### config.mk
export PLATFORM = sky130hd
export DESIGN_NAME = mem_stage
export DESIGN_NICKNAME = d
export VERILOG_FILES = /design/src/rtl/mem_stage_pkg.sv /design/src/rtl/mem_load_ext.sv /design/src/rtl/mem_stage.sv
export SDC_FILE = /design/constraint.sdc
export NUM_CORES = 1
export LEC_CHECK = 0
export ABC_AREA = 1
export BUFFER_PORTS_ARGS = -buffer_cell sky130_fd_sc_hd__buf_2
export CAP_MARGIN = 20
export CORE_UTILIZATION = 55
export DETAILED_ROUTE_END_ITERATION = 10
export MAX_ROUTING_LAYER = met4
export PLACE_DENSITY = 0.8
export SYNTH_ARGS = -nofsm -noshare
export SYNTH_HDL_FRONTEND = slang
export SYNTH_SLANG_ARGS = --single-unit
### constraint.sdc
create_clock -name clk -period 3.3 [get_ports clk]
set_input_delay 0.495 -clock clk [delete_from_list [all_inputs] [get_ports clk]]
set_output_delay 0.495 -clock clk [all_outputs]
set_load 0.02 [all_outputs]
### src/rtl/mem_stage_pkg.sv
// Shared pipeline definitions: datapath widths, ALU op codes, memory op codes
// and the MEM-stage state encoding.
package mem_stage_pkg;

    localparam int XLEN   = 32;
    localparam int REG_AW = 5;
    localparam int BYTE_W = 8;

    typedef enum logic [3:0] {
        ALU_ADD  = 4'd0,
        ALU_SUB  = 4'd1,
        ALU_AND  = 4'd2,
        ALU_OR   = 4'd3,
        ALU_XOR  = 4'd4,
        ALU_SLL  = 4'd5,
        ALU_SRL  = 4'd6,
        ALU_SRA  = 4'd7,
        ALU_SLT  = 4'd8,
        ALU_SLTU = 4'd9
    } alu_op_e;

    typedef enum logic [3:0] {
        MEM_NONE = 4'd0,
        MEM_LB   = 4'd1,
        MEM_LH   = 4'd2,
        MEM_LW   = 4'd3,
        MEM_LBU  = 4'd4,
        MEM_LHU  = 4'd5,
        MEM_SB   = 4'd6,
        MEM_SH   = 4'd7,
        MEM_SW   = 4'd8
    } memop_e;

    typedef enum logic [1:0] {
        ST_IDLE   = 2'd0,
        ST_ACCESS = 2'd1,
        ST_DONE   = 2'd2
    } mem_state_e;

    // Byte count of an access; 0 means "not a memory op" (undefined codes included).
    function automatic logic [2:0] memop_bytes(input logic [3:0] op);
        case (op)
            MEM_LB, MEM_LBU, MEM_SB: memop_bytes = 3'd1;
            MEM_LH, MEM_LHU, MEM_SH: memop_bytes = 3'd2;
            MEM_LW, MEM_SW:          memop_bytes = 3'd4;
            default:                 memop_bytes = 3'd0;
        endcase
    endfunction

    function automatic logic memop_is_store(input logic [3:0] op);
        memop_is_store = (op == MEM_SB) || (op == MEM_SH) || (op == MEM_SW);
    endfunction

endpackage

### src/rtl/mem_load_ext.sv
// Load result formatting: picks the significant lanes of the assembled load
// buffer and sign- or zero-extends them to a full register word.
module mem_load_ext
    import mem_stage_pkg::*;
(
    input  logic [3:0]      op_i,
    input  logic [XLEN-1:0] lbuf_i,
    output logic [XLEN-1:0] data_o
);

    always_comb begin
        data_o = '0;
        case (op_i)
            MEM_LB:  data_o = {{24{lbuf_i[7]}}, lbuf_i[7:0]};
            MEM_LH:  data_o = {{16{lbuf_i[15]}}, lbuf_i[15:0]};
            MEM_LW:  data_o = lbuf_i;
            MEM_LBU: data_o = {24'b0, lbuf_i[7:0]};
            MEM_LHU: data_o = {16'b0, lbuf_i[15:0]};
            default: data_o = '0;
        endcase
    end

endmodule

### src/rtl/mem_stage.sv
// Pipeline MEM stage: serialises loads/stores into byte transfers on a simple
// req/ack bus and stalls the pipeline until the result is ready.
module mem_stage
    import mem_stage_pkg::*;
#(
    parameter int unsigned MEM_ACK_TIMEOUT = 0
) (
    input  logic              clk,
    input  logic              rst,
    input  logic [REG_AW-1:0] wd_i,
    input  logic              wreg_i,
    input  logic [XLEN-1:0]   wdata_i,
    input  logic [3:0]        memop_i,
    input  logic [XLEN-1:0]   sdata_i,
    output logic              mem_req_o,
    output logic [XLEN-1:0]   mem_addr_o,
    output logic              mem_we_o,
    output logic [BYTE_W-1:0] mem_dout_o,
    input  logic [BYTE_W-1:0] mem_din_i,
    input  logic              mem_ack_i,
    output logic [REG_AW-1:0] wd_o,
    output logic              wreg_o,
    output logic [XLEN-1:0]   wdata_o,
    output logic              mem_stall_o,
    output logic              bus_err_o
);

    localparam logic [31:0] ACK_TO = 32'(MEM_ACK_TIMEOUT);

    mem_state_e      state_q, state_d;
    logic [1:0]      cnt_q, cnt_d;
    logic [XLEN-1:0] addr_q, addr_d;
    logic [3:0]      op_q, op_d;
    logic [XLEN-1:0] sdata_q, sdata_d;
    logic [XLEN-1:0] lbuf_q, lbuf_d;
    logic            bus_err_q, bus_err_d;
    logic [31:0]     tmr_q, tmr_d;

    logic [2:0]      in_bytes;
    logic [2:0]      op_bytes;
    logic            last_byte;
    logic [XLEN-1:0] ext_data;

    assign in_bytes  = memop_bytes(memop_i);
    assign op_bytes  = memop_bytes(op_q);
    assign last_byte = (3'(cnt_q) + 3'd1) == op_bytes;

    mem_load_ext u_load_ext (
        .op_i   (op_q),
        .lbuf_i (lbuf_q),
        .data_o (ext_data)
    );

    always_ff @(posedge clk) begin
        if (rst) begin
            state_q   <= ST_IDLE;
            cnt_q     <= '0;
            addr_q    <= '0;
            op_q      <= MEM_NONE;
            sdata_q   <= '0;
            lbuf_q    <= '0;
            bus_err_q <= 1'b0;
            tmr_q     <= '0;
        end else begin
            state_q   <= state_d;
            cnt_q     <= cnt_d;
            addr_q    <= addr_d;
            op_q      <= op_d;
            sdata_q   <= sdata_d;
            lbuf_q    <= lbuf_d;
            bus_err_q <= bus_err_d;
            tmr_q     <= tmr_d;
        end
    end

    always_comb begin
        state_d   = state_q;
        cnt_d     = cnt_q;
        addr_d    = addr_q;
        op_d      = op_q;
        sdata_d   = sdata_q;
        lbuf_d    = lbuf_q;
        bus_err_d = bus_err_q;
        tmr_d     = tmr_q;
        case (state_q)
            ST_IDLE: begin
                if (in_bytes != 3'd0) begin
                    state_d = ST_ACCESS;
                    cnt_d   = '0;
                    addr_d  = wdata_i;
                    op_d    = memop_i;
                    sdata_d = sdata_i;
                    lbuf_d  = '0;
                    tmr_d   = ACK_TO;
                end
            end
            ST_ACCESS: begin
                if (mem_ack_i) begin
                    if (!memop_is_store(op_q)) begin
                        lbuf_d[{cnt_q, 3'b000} +: BYTE_W] = mem_din_i;
                    end
                    cnt_d = cnt_q + 2'd1;
                    tmr_d = ACK_TO;
                    if (last_byte) begin
                        state_d = ST_DONE;
                        cnt_d   = '0;
                    end
                end else begin
                    // Down-counter reloaded per byte; a timeout of 0 never reaches 1.
                    if (tmr_q == 32'd1) begin
                        bus_err_d = 1'b1;
                    end
                    if (tmr_q != 32'd0) begin
                        tmr_d = tmr_q - 32'd1;
                    end
                end
            end
            ST_DONE: state_d = ST_IDLE;
            default: state_d = ST_IDLE;
        endcase
    end

    always_comb begin
        mem_req_o   = 1'b0;
        mem_addr_o  = '0;
        mem_we_o    = 1'b0;
        mem_dout_o  = '0;
        wd_o        = '0;
        wreg_o      = 1'b0;
        wdata_o     = '0;
        mem_stall_o = 1'b0;
        if (!rst) begin
            case (state_q)
                ST_IDLE: begin
                    wd_o = wd_i;
                    if (in_bytes == 3'd0) begin
                        wreg_o  = wreg_i;
                        wdata_o = wdata_i;
                    end else begin
                        mem_stall_o = 1'b1;
                    end
                end
                ST_ACCESS: begin
                    mem_req_o   = 1'b1;
                    mem_addr_o  = addr_q + 32'(cnt_q);
                    mem_we_o    = memop_is_store(op_q);
                    mem_dout_o  = sdata_q[{cnt_q, 3'b000} +: BYTE_W];
                    mem_stall_o = 1'b1;
                    wd_o        = wd_i;
                end
                ST_DONE: begin
                    wd_o = wd_i;
                    if (!memop_is_store(op_q)) begin
                        wreg_o  = wreg_i;
                        wdata_o = ext_data;
                    end
                end
                default: ;
            endcase
        end
    end

    assign bus_err_o = bus_err_q;

endmodule

---- Yosys cells after proc, flatten, opt, wreduce, memory -nomap -nowiden ----
Memory sizes are Yosys's and may differ from the RTL's. A register that Yosys moved wholly into a read port is not among the register bits.
Cells that the tools add are included.
word-level totals
  output and inout port bits .............. 82
  latch bits .............................. 0
  bits in registers ....................... 137
  input port bits ......................... 85
  bits in writable memories ............... 0
  bits in read-only memories .............. 96
  memories kept ........................... 2
operators by class
  multiply operators ...................... 0
  $lt $le $gt $ge ......................... 0
  shift-type cells ........................ 3
  $add $sub $neg .......................... 5
  bitwise logic cells ..................... 1
  div/mod/pow operators ................... 0
  reduce and logical (&&, ||, !) cells .... 14
  multiplexer cells ....................... 40
  equal/unequal tests ..................... 17
memory list
  memory            words  width  read ports  clocked after Yosys merged registers in  write ports  line                 RTL
  (name not given)  16     3      1           1                                        0            mem_stage_pkg.sv:42  case (op)
  (name not given)  16     3      1           0                                        0            mem_stage_pkg.sv:42
operators by type and width
  kind                                                  count
  two-way mux 32 bit                                    10
  one-hot mux 32 bit (2 select lines)                   3
  one-hot mux 32 bit (5 select lines)                   1
  adder 32 x 2 -> 32 bit                                1
  bitwise mux 32 bit                                    1
  equality test 32 x 1 -> 1 bit, second input constant  1
  nonzero test 32 bit                                   1
  variable shift 8 x 7 -> 32 bit, first input constant  1
  indexed part select 32 x 6 -> 8 bit                   1
  indexed part select 8 x 7 -> 32 bit                   1
  subtractor 32 x 1 -> 32 bit, second input constant    1
  equality test 4 x 3 -> 1 bit, second input constant   4
  two-way mux 8 bit                                     2
  two-way mux 2 bit                                     6
  AND reduction 3 bit                                   4
  two-way mux 5 bit                                     2
  two-way mux 1 bit                                     9
  equality test 4 x 2 -> 1 bit, second input constant   2
  two-way mux 4 bit                                     2
  != test 2 bit, second input constant                  4
  one-hot mux 2 bit (2 select lines)                    2
  negation 5 -> 7 bit                                   1
  equality test 4 x 1 -> 1 bit, second input constant   1
  equality test 4 bit, second input constant            1
  other kinds (16)                                      18

---- Logic depth before layout (Yosys ltp) ----
  word-level depth ........................ 6
  gate-level depth with buffers ........... 12
  gate-level depth less buffers ........... 11

---- Modules after synthesis ----
A second synthesis with hierarchy kept.
unflattened totals
  cell total of the unflattened synthesis .. 1370
  area total of the unflattened synthesis .. 8410.6 um2
modules (own cells, without submodules)
  module        area each (um2)  times used  cells each
  mem_stage     8015.2           1           1284
  mem_load_ext  395.4            1           86

---- Least setup slack after synthesis ----
OpenSTA, ideal clock, no wires.
  path type ............................... register to output
  from .................................... reg cnt_q[0]
  to ...................................... out mem_addr_o[16]
  required time ........................... 2.805 ns
  path buffers ............................ 0
  stages on the path, launching flop included .. 8
  arrival time ............................ 2.029 ns
  setup slack ............................. 0.776 ns
  cell sequence ........................... dfxtp_1 > ha_1 > fa_1 > nand3_1 > nor2_1 > nand2_1 > nor3_1 > nor4_1
on the way
  word-level cells in the longest chain between the ends .. 3
ends and longest elaborated chain
  what                    line              RTL
  from (decl)             mem_stage.sv:31   logic [1:0] cnt_q, cnt_d;
  from (signal assigned)  mem_stage.sv:66   cnt_q <= cnt_d;
  adder 32 x 2 -> 32 bit  mem_stage.sv:145  mem_addr_o = addr_q + 32'(cnt_q);
  two-way mux 32 bit      mem_stage.sv:133  case (state_q)
  two-way mux 32 bit      mem_stage.sv:132  if (!rst) begin
  to (decl)               mem_stage.sv:16   output logic [XLEN-1:0] mem_addr_o,
Every way passes these cells.

---- Final worst setup path ----
  from .................................... reg cnt_q[0]
  to ...................................... out mem_addr_o[14]
Same word-level chain as after synthesis.

==> results list <==
- Maximum buffer depth of the clock tree: 2
- Global routing used about a third of the available tracks across all layers.
- After legalization and detailed placement, the total HPWL measured between 15 and 20 mm.
* Most common cell after layout, fill and taps aside: sky130_fd_sc_hd__nand2_1
* Post-route insts no fill: 1703
* Worst IR drop on VDD: roughly 0.42 mV
- Accumulated negative setup slack: 0 ps
* Path type of the worst min-delay path: in -> reg
- After detailed routing, the number of vias per cell comes to roughly 5.6.
* Number of sinks driven by the clock tree: 140
- In this run the core area contains 44 standard-cell rows.
* Input/output buffers: around 170
- MaxCap Viol Count: 0
* Relative slew slack: about 50%
- The initial antenna violation count came to 1.
* Unrepaired setup endpoints after global routing: false
* Post-synth top flop: sky130_fd_sc_hd__dfxtp_1
- Synthesized netlist cell count: 1367
* Final-report setup violation count: 0
- Number of global-route vias before repair: ~8400
- Number of placed instances with taps included: 1670
- Timing would allow up to roughly 330 MHz.
- Fraction of post-synthesis cell area in the top cell type by area: 33.37%
- Counting I/O delays and the setup requirement, the final critical path takes a little over 3000 ps.
* Number of nets in the finished design: 1599
* Filler cell count: ~1400
- For this design the top-level I/O count stands at 167.
- Top library cells by usage in the layout, fill and taps aside: sky130_fd_sc_hd__nand2_1, sky130_fd_sc_hd__a21oi_1, sky130_fd_sc_hd__nor2_1
- Synth-to-Final Area Change: 17.99%
* DR iter-0 viols: 1221
- Area of the mapped netlist: 8399 um^2
- Clock-pin slew was measured on the worst setup and hold paths at approximately 60 ps.
- The die covers 15770 um^2.
- Slew of the pin with the lowest slew margin: roughly 740 ps
* Width of the chip: roughly 130 um
* Clock tree skew after final layout: 9.544 ps
* Final Slew Violations: 0
- Buffers inserted during clock tree synthesis total 17.
* Routability cong.: approximately 0.97
- Number of library cell types mapped by synthesis: 40
* EDFF count, synth: 0
- Sequential fraction of the synthesis area: between 30% and 40%
- STA classifies the critical path startpoint as a flop.
- Die height: ~130 um
- On the final layout, the worst hold slack is ~300 ps.
- The first global-routing pass estimated ~42 mm of wire.
- CTS built an H-tree with a depth of 4.
- The run finished, with violations left.
* Critical path endpoint category: output pin
* Routed Wire Length: ~26 mm
- The largest total area in the synthesized netlist belongs to sky130_fd_sc_hd__dfxtp_1.
- Residual antenna-violating net count after detailed routing: 0
* Final Hold Viols: 0
* Leading post-synthesis cells by cell area: sky130_fd_sc_hd__dfxtp_1, sky130_fd_sc_hd__nand2_1, sky130_fd_sc_hd__a21oi_1
- Final critical-path share of the clock period: between 90% and 100%
- FF+latch count, synth: between 100 and 150
* Synth async-reset ratio: 0%
- Root buf cell: sky130_fd_sc_hd__clkbuf_16
- Proportion of layout cells with a drive suffix above 1: between 10% and 20%
* Number of warning messages in the yosys log: 0
- Overall via count from detail_route: around 9500
- The later pin in the worst-skew pair is clocked with a latency of 440 ps.
* Top fanout value on the critical path: 6
* TritonCTS clock tree: done
- Global route overflow: 0
- The critical path is of the reg -> out type.
- Avg Inst Size Synth: about 6.1 um^2
- At the worst endpoint, the arrival time is 2580 ps.
- STA puts the critical path data required time at 2800 ps.
- Detailed Routing Iterations Pass 1: 10
* Power per cell area: between 600 and 700 nW/um^2
- The initial utilization of the core area, before any placement, comes to about 57%.
- Entering global routing, the biggest net connects 113 pins.
- Routed length per instance: about 15 um
* Violations in the final reports: design-rule violations
* Static power due to leakage: ~4.3 nW
* Core Footprint: 14700 um^2
* Remaining DRCs: 7
* Syn Nets: between 1000 and 1500
[worst paths after layout]
| check | from | endpoint | slack [ps] | cells past startpoint |
|---|---|---|---|---|
| max | cnt_q[0] | mem_addr_o[14] | 230 | 9 |
| min | sdata_i[30] | sdata_q[30] | 300 | 3 |
| max reg2reg | cnt_q[1] | lbuf_q[10] | 800 | 9 |
| min reg2reg | bus_err_o | bus_err_o | 450 | 2 |
[kinds of logic (layout without fill, tap and decap cells)]
group                      after synthesis  after routing  share of synthesized area [%]
other                                    0              1                              0
DFF                                    140            140                          33.37
AOI/OAI and AO/OA                      293            293                          17.85
buffers and inverters                  225            376                          10.59
and+or+nand+nor                        692            692                          35.93
adders and majority gates                9              9                          1.430
xor gates and xnor gates                 8              8                         0.8341
[routing by layer]
layer  up-vias  wire (um)  GRT usage [%]
met5         -          0              -
met4         0        749          12.77
met3        65       2099          6.162
met2       423      12290          54.35
met1      4291      11230          43.75
li1       4723          -              -
[synth_stat cells, types with 5 or more instances]
| cell | instances |
|---|---|
| sky130_fd_sc_hd__nor2_2 | 9 |
| sky130_fd_sc_hd__nand2_1 | 301 |
| sky130_fd_sc_hd__nand2_2 | 5 |
| sky130_fd_sc_hd__nand3_2 | 8 |
| sky130_fd_sc_hd__nor2_1 | 179 |
| sky130_fd_sc_hd__a21oi_1 | 185 |
| sky130_fd_sc_hd__ha_1 | 8 |
| sky130_fd_sc_hd__nand3_1 | 113 |
| sky130_fd_sc_hd__nor4_1 | 5 |
| sky130_fd_sc_hd__inv_1 | 154 |
| sky130_fd_sc_hd__clkbuf_1 | 46 |
| sky130_fd_sc_hd__nand4_1 | 17 |
| sky130_fd_sc_hd__nor3_1 | 35 |
| sky130_fd_sc_hd__o21ai_0 | 94 |
| sky130_fd_sc_hd__dfxtp_1 | 140 |
| sky130_fd_sc_hd__buf_2 | 9 |
| sky130_fd_sc_hd__nand3b_1 | 5 |
[registers in the layout (all words and copies together) (netlist names)]
| signal | flops |
|---|---|
| state_q | 2 |
| cnt_q | 2 |
| lbuf_q | 32 |
| op_q | 4 |
| addr_q | 32 |
| tmr_q | 32 |
| sdata_q | 32 |
| bus_err_o | 1 |
| op_bytes | 3 |
[worst max-delay path: stages, from the launching register on]
cell and delay, ps:
sky130_fd_sc_hd__dfxtp_1 340, sky130_fd_sc_hd__ha_1 190, sky130_fd_sc_hd__fa_1 220, sky130_fd_sc_hd__nand3_1 190, sky130_fd_sc_hd__nor2_1 130, sky130_fd_sc_hd__nand2_1 70, sky130_fd_sc_hd__nor3_1 480, sky130_fd_sc_hd__xor2_1 160
sky130_fd_sc_hd__nor3_1 160, sky130_fd_sc_hd__buf_2 200
[where the power goes]
group / switching (mW) / total, mW / internal (mW) / leakage, nW
Combinational: 1.88 / 2.72 / 0.844 / 2.87
Sequential: 0.205 / 2.14 / 1.94 / 1.15
Clock: 0.811 / 1.89 / 1.08 / 0.275
Total: 2.89 / 6.75 / 3.86 / 4.29
[area by class of cell]
| cell class | count | area [um^2] | share of cell area (%) |
|---|---|---|---|
| diodes | 1 | 2.502 | 0.02525 |
| clock inverters | 12 | 126.4 | 1.275 |
| well taps | 184 | 230.2 | 2.323 |
| clock buffers | 20 | 446.7 | 4.507 |
| multi-input cells | 1002 | 4712 | 47.54 |
| repair buffers | 183 | 985.9 | 9.948 |
| inverters | 161 | 604.3 | 6.098 |
| flip-flops and latches | 140 | 2803 | 28.28 |
[what timing repair did]
item,4_1_cts,5_1_grt
setup endpoints to repair,0,2
setup buffers,0,0
gates resized for setup,0,1
hold buffers,0,0
hold endpoints to repair,0,0
[stage by stage]
step                      util (%)  total power, mW  setup slack, ps  cell area, um^2
after CTS                    67.37            6.697            239.2             9903
final                        67.42            6.752            229.2             9911
after floorplan                  -            4.209            775.9             8399
after global routing         67.42            7.204            37.73             9911
after global placement       63.47            4.776            763.1             9330
after detailed placement     63.47            4.824            702.2             9330
(Power assumes the default switching activity.)
